$ cat src/rtl/sfq_phase_seq.sv
// Phase sequencer for an SFQ gate netlist: accepts one primary-input vector per epoch and walks a one-hot
//   strobe through NPHASES clock phases while holding that vector stable on pi_data.
// Latency: phase_en[0] is asserted the cycle after a vector is accepted. Back-to-back epochs have no bubble.
// Backpressure: in_ready is high only in IDLE or on the last phase of an epoch, and only while stop is low.
//
// Ports:
//   clk, rst               single clock; asynchronous active-high reset
//   in_valid/in_ready      input vector handshake; in_data is captured into pi_data on the transfer edge
//   stop                   synchronous abort of the running epoch; also blocks acceptance in IDLE
//   pi_data                vector driven to the gate netlist, stable for a whole epoch
//   phase_en, phase_idx    one-hot phase strobe and its binary index
//   epoch_start            pulse coincident with phase_en[0]
//   epoch_cnt              completed-epoch counter (wraps at 16 bits)
//   busy                   high while an epoch is running
module sfq_phase_seq #(
  parameter int NPHASES = 4,
  parameter int DATA_W  = 8,
  localparam int IDX_W  = $clog2(NPHASES)
) (
  input  logic               clk,
  input  logic               rst,
  input  logic               in_valid,
  input  logic [DATA_W-1:0]  in_data,
  output logic               in_ready,
  input  logic               stop,
  output logic [DATA_W-1:0]  pi_data,
  output logic [NPHASES-1:0] phase_en,
  output logic [IDX_W-1:0]   phase_idx,
  output logic               epoch_start,
  output logic [15:0]        epoch_cnt,
  output logic               busy
);

  typedef enum logic {IDLE, RUN} state_t;

  localparam logic [IDX_W-1:0]   LAST_IDX = IDX_W'(NPHASES - 1);
  localparam logic [NPHASES-1:0] EN_FIRST = NPHASES'(1);

  state_t state;
  logic   last_phase;
  logic   accept;

  assign last_phase = (state == RUN) && (phase_idx == LAST_IDX);

  // A new vector may only enter when the netlist is not mid-epoch; stop always wins.
  assign in_ready = !rst && !stop && ((state == IDLE) || last_phase);
  assign accept   = in_valid && in_ready;

  always_ff @(posedge clk or posedge rst) begin
    if (rst) begin
      state       <= IDLE;
      pi_data     <= '0;
      phase_en    <= '0;
      phase_idx   <= '0;
      epoch_start <= 1'b0;
      epoch_cnt   <= '0;
      busy        <= 1'b0;
    end else begin
      case (state)
        IDLE: begin
          if (accept) begin
            state       <= RUN;
            pi_data     <= in_data;
            phase_idx   <= '0;
            phase_en    <= EN_FIRST;
            epoch_start <= 1'b1;
            busy        <= 1'b1;
          end
        end
        RUN: begin
          if (stop) begin
            // Abort: the partial epoch is dropped, pi_data keeps the last vector.
            state       <= IDLE;
            phase_idx   <= '0;
            phase_en    <= '0;
            epoch_start <= 1'b0;
            busy        <= 1'b0;
          end else if (phase_idx == LAST_IDX) begin
            epoch_cnt <= epoch_cnt + 16'd1;
            if (accept) begin
              // Chain straight into the next epoch without an idle cycle.
              pi_data     <= in_data;
              phase_idx   <= '0;
              phase_en    <= EN_FIRST;
              epoch_start <= 1'b1;
            end else begin
              state       <= IDLE;
              phase_idx   <= '0;
              phase_en    <= '0;
              epoch_start <= 1'b0;
              busy        <= 1'b0;
            end
          end else begin
            phase_idx   <= phase_idx + 1'b1;
            phase_en    <= phase_en << 1;
            epoch_start <= 1'b0;
          end
        end
      endcase
    end
  end

endmodule

$ cat config.mk
export PLATFORM = sky130hd
export DESIGN_NAME = sfq_phase_seq
export DESIGN_NICKNAME = d
export VERILOG_FILES = /design/src/rtl/sfq_phase_seq.sv
export SDC_FILE = /design/constraint.sdc
export NUM_CORES = 1
export LEC_CHECK = 0
export CAP_MARGIN = 20
export CORE_ASPECT_RATIO = 1.2
export CORE_MARGIN = 1
export CORE_UTILIZATION = 41
export DETAILED_ROUTE_END_ITERATION = 8
export PLACE_DENSITY = 0.75
export SYNTH_ARGS = -nofsm -noshare
export SYNTH_HDL_FRONTEND = slang
export SYNTH_SLANG_ARGS = --single-unit
export TNS_END_PERCENT = 50
$ cat constraint.sdc
create_clock -name clk -period 1.6 [get_ports clk]
set_input_delay 0.16 -clock clk [delete_from_list [all_inputs] [get_ports clk]]
set_output_delay 0.16 -clock clk [all_outputs]
set_load 0.05 [all_outputs]
== After elaboration in Yosys (flattened, before gate mapping) ==
Cells that the tools add are included.

* Output and inout bits: 33
* Register bits: 33

* Eq/ne operators: 6
* Muxes and demuxes: 25
* Bitwise gates (word level): 2
* Add/subtract/negate cells: 2
* Reductions and logical operators: 10

{| class="wikitable"
|+ Operators with widths
! cell !! number
|-
| 2-to-1 mux 8 bit || 3
|-
| adder 16 x 1 -> 16 bit (second input constant) || 1
|-
| one-hot mux 8 bit (2 select lines) || 1
|-
| 2-to-1 mux 4 bit || 3
|-
| 2-to-1 mux 1 bit || 10
|-
| one-hot mux 4 bit (2 select lines) || 1
|-
| 2-to-1 mux 2 bit || 3
|-
| one-hot mux 1 bit (2 select lines) || 3
|-
| AND reduction 3 bit || 2
|-
| logical AND 1 bit || 4
|-
| inequality test 2 bit (second input constant) || 2
|-
| one-hot mux 2 bit (2 select lines) || 1
|-
| inequality test 3 x 2 -> 1 bit (second input constant) || 1
|-
| inequality test 3 bit (second input constant) || 1
|-
| adder 2 x 1 -> 2 bit (second input constant) || 1
|-
| equality test 2 bit (second input constant) || 1
|-
| zero test 1 bit || 2
|-
| inequality test 2 x 1 -> 1 bit (second input constant) || 1
|-
| NOT 1 bit || 2
|-
| AND reduction 2 bit || 1
|-
| logical OR 1 bit || 1
|}

== Logic depth before layout (Yosys ltp) ==
* Depth in word-level cells: 9
* Gate-level depth with buffers: 5
* Depth with buffers taken out: 5

== Worst setup path after synthesis ==
Ideal clock, no wire load.

* Kind: reg-to-reg
* Start point: register phase_idx[0]
* End point: register pi_data[0]
* Arrival: 1,790 ps
* Buffers on the path: 1
* Period minus slack after synthesis: 1,915 ps
* Cell stages (with the launch flop): 5
* Setup slack: -315 ps
* Cells stage by stage: dfrtp_1 -> ha_1 -> o2111ai_4 -> buf_6 -> mux2_4

* Word-level cells in the longest chain between the ends: 9

{| class="wikitable"
|+ Ends and longest elaborated chain
! what !! RTL line !! source
|-
| from (decl) || 28 || <nowiki>output logic [IDX_W-1:0] phase_idx,</nowiki>
|-
| from (signal assigned) || 94 || <nowiki>phase_idx <= phase_idx + 1'b1;</nowiki>
|-
| equality test 2 bit (*) || 43, 78 ||
|-
| logical AND 1 bit || 43 || <nowiki>assign last_phase = (state == RUN) && (phase_idx == LAST_IDX);</nowiki>
|-
| logical OR 1 bit || 46 || <nowiki>assign in_ready = !rst && !stop && ((state == IDLE) || last_phase);</nowiki>
|-
| logical AND 1 bit || 46 ||
|-
| logical AND 1 bit || 47 || <nowiki>assign accept = in_valid && in_ready;</nowiki>
|-
| 2-to-1 mux 8 bit (3 in a row) || -- ||
|-
| one-hot mux 8 bit (2 select lines) || -- ||
|-
| to (signal assigned) || 63 || <nowiki>pi_data <= in_data;</nowiki>
|-
| to (signal assigned) || 82 || <nowiki>pi_data <= in_data;</nowiki>
|-
| to (decl) || 26 || <nowiki>output logic [DATA_W-1:0] pi_data,</nowiki>
|}

Mark *: on every way between the ends. The rest lies on a longest branch, timed or not. The select of a mux whose other input is x is not followed.
A chain may end at the register's enable or synchronous reset.

== Final worst setup path ==
* Start point: register phase_idx[1]
* End point: output in_ready

* Word-level cells in the longest chain between the ends: 4

{| class="wikitable"
|+ Ends and longest elaborated chain
! what !! RTL line !! source
|-
| equality test 2 bit || 43 ||
|-
| logical AND 1 bit || 43 ||
|-
| logical OR 1 bit || 46 ||
|-
| logical AND 1 bit || 46 ||
|-
| to (decl) || 24 || <nowiki>output logic in_ready,</nowiki>
|}

No other way between the ends.

==> results.toml <==
[sta]
finalCritPeriodShare_pct = 96.6
relSlewSlack_pct = 74.0
rsz0062_at_grt = "no"
setup_violations = 0
hold_viol = 0
skew_ns = 0.00517
fmaxAchievable_mhz = 647
worst_pin_slew_ns = 0.390
min_period_ns = 1.55
timing.hold.ws_ns = 0.351
drv_slew = 0

[cells_and_area]
register_area_um2 = 806
multi_input_area_um2 = 571
drive_gt1_share_pct = 42.3
syn_to_final_growth_pct = 39.7
final_nets = 181
final_util_pct = 62.2
num_antenna_cells = 0
n_fill_cell = 269

[cts]
cts_tree = "yes"
htreeDepth = 2
cts_buffers = 5
clk_transition_reported_paths_ns = 0.10
clock_path_buffers = 2
clock-root-buffer = "clkbuf_4"
clkSinkCount = 32
insertion_delay_ns = 0.33

[power]
power_frac_clock_pct = 22.2
netSwitchingFraction_pct = 37.5
peakVddDrop_uv = 899
p_seq_share_pct = 44.9
switching_power_uw = 816
p_per_area_nw_per_um2 = 1110
internal_power_uw = 1360
p_comb_share_pct = 32.9
p_leak_uw = 0.00103

[yosys]
synth_seq_cells = 32
synth_nets = 123
netlist_top_cells_area = "dfrtp_1 57%, mux2_2 5.6%, xnor2_1 5.6%, xor2_1 3.8%, nand3_1 2.9%"
avgSynthCellArea_um2 = 12.8
syn_area_um2 = 1400
ys_seq_area_share_pct = 57.3
yosysWarnings = 0
yosys.area.top_type = "dfrtp_1"
yosysUniqueCellTypes = 26
synth_top_area_share_pct = 57.3
synthCells = 109

[route]
drc = 0
dr.first_iter.drc_count = 16
ant_nets = 0
via_count = 1033
drt_pass1_iterations = 4
drt-total-wl_um = 2890
viasPerCell = 5.06
wl_per_cell_um = 14.2

[die]
core_area_um2 = 3140
start_util_pct = 44.5
dieArea_um2 = 3640
floorplan.rows = 22
die_x_um = 55.3
die_h_um = 65.9
io_pins = 45

[worst_setup_path]
rr_endpoint = "pi_data[3]$_DFFE_PP0P_"
rrSetupSlack_ns = 0.10
cp.arrival_ns = 1.39
critical_path_class = "flip-flop to output port"
required_ns = 1.44
cp-start-kind = "flip-flop"
crit_path_start = "phase_idx[1]$_DFFE_PP0P_"
reg2reg_from = "phase_idx[1]$_DFFE_PP0P_"
reg2reg_depth = 4
path_max_fanout = 5
cp-end-kind = "output port"

[placed_design]
place_congestion = 0.750
portBuffers = 44
dp_hpwl_um = 2140

[global_routing]
antenna_found_initial = 0
gr-usage-all-layers_pct = 17.9
grt_max_degree = 33
grt_overflow_total = 0
grt_pass1_wl_um = 4910
grt_pass1_vias = 1081

[run_status]
outcome = "completed"

[job]
drv_cap = 0

[worst_hold_path]
hold_path_class = "input port to async pin"
cell usage after synthesis:
master     count
nor2_1         4
nand4_1        6
nor3_1         1
a2bb2oi_1      1
o21ai_0        3
clkbuf_1       1
buf_6          1
ha_1           2
inv_1          3
o211a_1        1
and3_1         2
dfrtp_1       32
inv_2          1
o2111ai_4      1
and4_1         1
buf_4          1
nand4b_4       1
mux2_2         7
xor2_1         6
xnor2_1        9
nand2_1        9
nand3_1        8
nand3b_4       1
o21ai_1        4
nor3_4         1
mux2_4         2
power groups by stage:
stage	registers (µW)	logic [µW]	clock network, µW
3_3_place_gp	988	691	0
3_5_place_dp	992	702	0
2_1_floorplan	1290	177	0
6_report	976	716	482
4_1_cts	976	715	503
5_1_grt	990	750	538
cell usage in the layout, fill, tap and decap left out:
master and instances:
a2bb2oi_1 1, and3_1 2, and4_1 1, buf_12 1, buf_4 41, buf_6 1, clkbuf_4 5, clkbuf_8 1
clkdlybuf4s50_1 11, clkinv_2 2, clkinvlp_4 1, dfrtp_1 28, dfrtp_2 4, ha_1 1, ha_4 1, inv_1 2
inv_2 1, mux2_2 7, mux2_4 2, nand2_1 9, nand3_1 8, nand3b_4 1, nand4_1 6, nand4b_4 1
nor2_1 4, nor3_1 1, nor3_4 1, o2111ai_4 1, o211a_1 1, o21ai_0 3, o21ai_1 4, xnor2_1 9
xor2_1 6
cells by family after synthesis:
family,count (synthesis),share of synthesized area [%]
compound gates,10,5.73
xor+xnor,15,9.41
fa+ha+maj,2,1.79
buf+inv,7,2.69
flops,32,57.3
mux,9,7.80
simple gates,34,15.2
flip-flops by register name, summed over array words and instances, names as in the netlist:
name       cells
phase_idx      2
pi_data        8
busy           1
state          1
epoch_cnt     16
phase_en       4
worst max-delay path, cell delays in order, from the launching register on:
cell,delay (ns)
dfrtp_2,0.45
ha_4,0.21
o211a_1,0.24
buf_6,0.15
worst max path at each step:
stage	endpoint	slack, ns	cells past startpoint
2_1_floorplan	pi_data[0]$_DFFE_PP0P_	-0.01	4
3_3_place_gp	pi_data[5]$_DFFE_PP0P_	0.06	4
3_5_place_dp	epoch_cnt[9]$_DFFE_PP0P_	0.02	5
4_1_cts	in_ready	0.01	3
5_1_grt	in_ready	0.002	3
6_report	in_ready	0.05	3
layer usage:
metal | GRT usage (%) | up-vias | part of all wire [%]
li1 | - | 493 | -
met1 | 20.1 | 497 | 39
met2 | 30.3 | 37 | 52
met3 | 6.46 | 6 | 6.7
met4 | 8.44 | 0 | 2.0
met5 | 0 | - | 0
repair_timing:
item / CTS / global route
pin swaps: 0 / 1
buffers inserted: 1 / 2
gates resized for setup: 0 / 1
hold buffers: 0 / 0
endpoints found under the setup margin: 1 / 5
cell type report:
class,count,share of cell area [%]
Clock buffer,6,2.63
Inverter,4,0.962
Multi-Input combinational cell,70,29.2
Clock inverter,2,0.513
Sequential cell,32,41.3
Tap cell,36,2.31
Timing Repair Buffer,54,23.0
stage by stage:
step                      instance area [µm²]  setup slack, ns  power (µW)  instances  setup TNS [ns]
after floorplan                          1420          -0.0144        1470        109         -0.0288
after global placement                   1850           0.0579        1680        193               0
after detailed placement                 1850           0.0237        1690        193               0
after CTS                                1920           0.0117        2190        202               0
after global routing                     1950          0.00206        2280        204               0
final                                    1950           0.0544        2170        204               0
(Power assumes the default switching activity.)
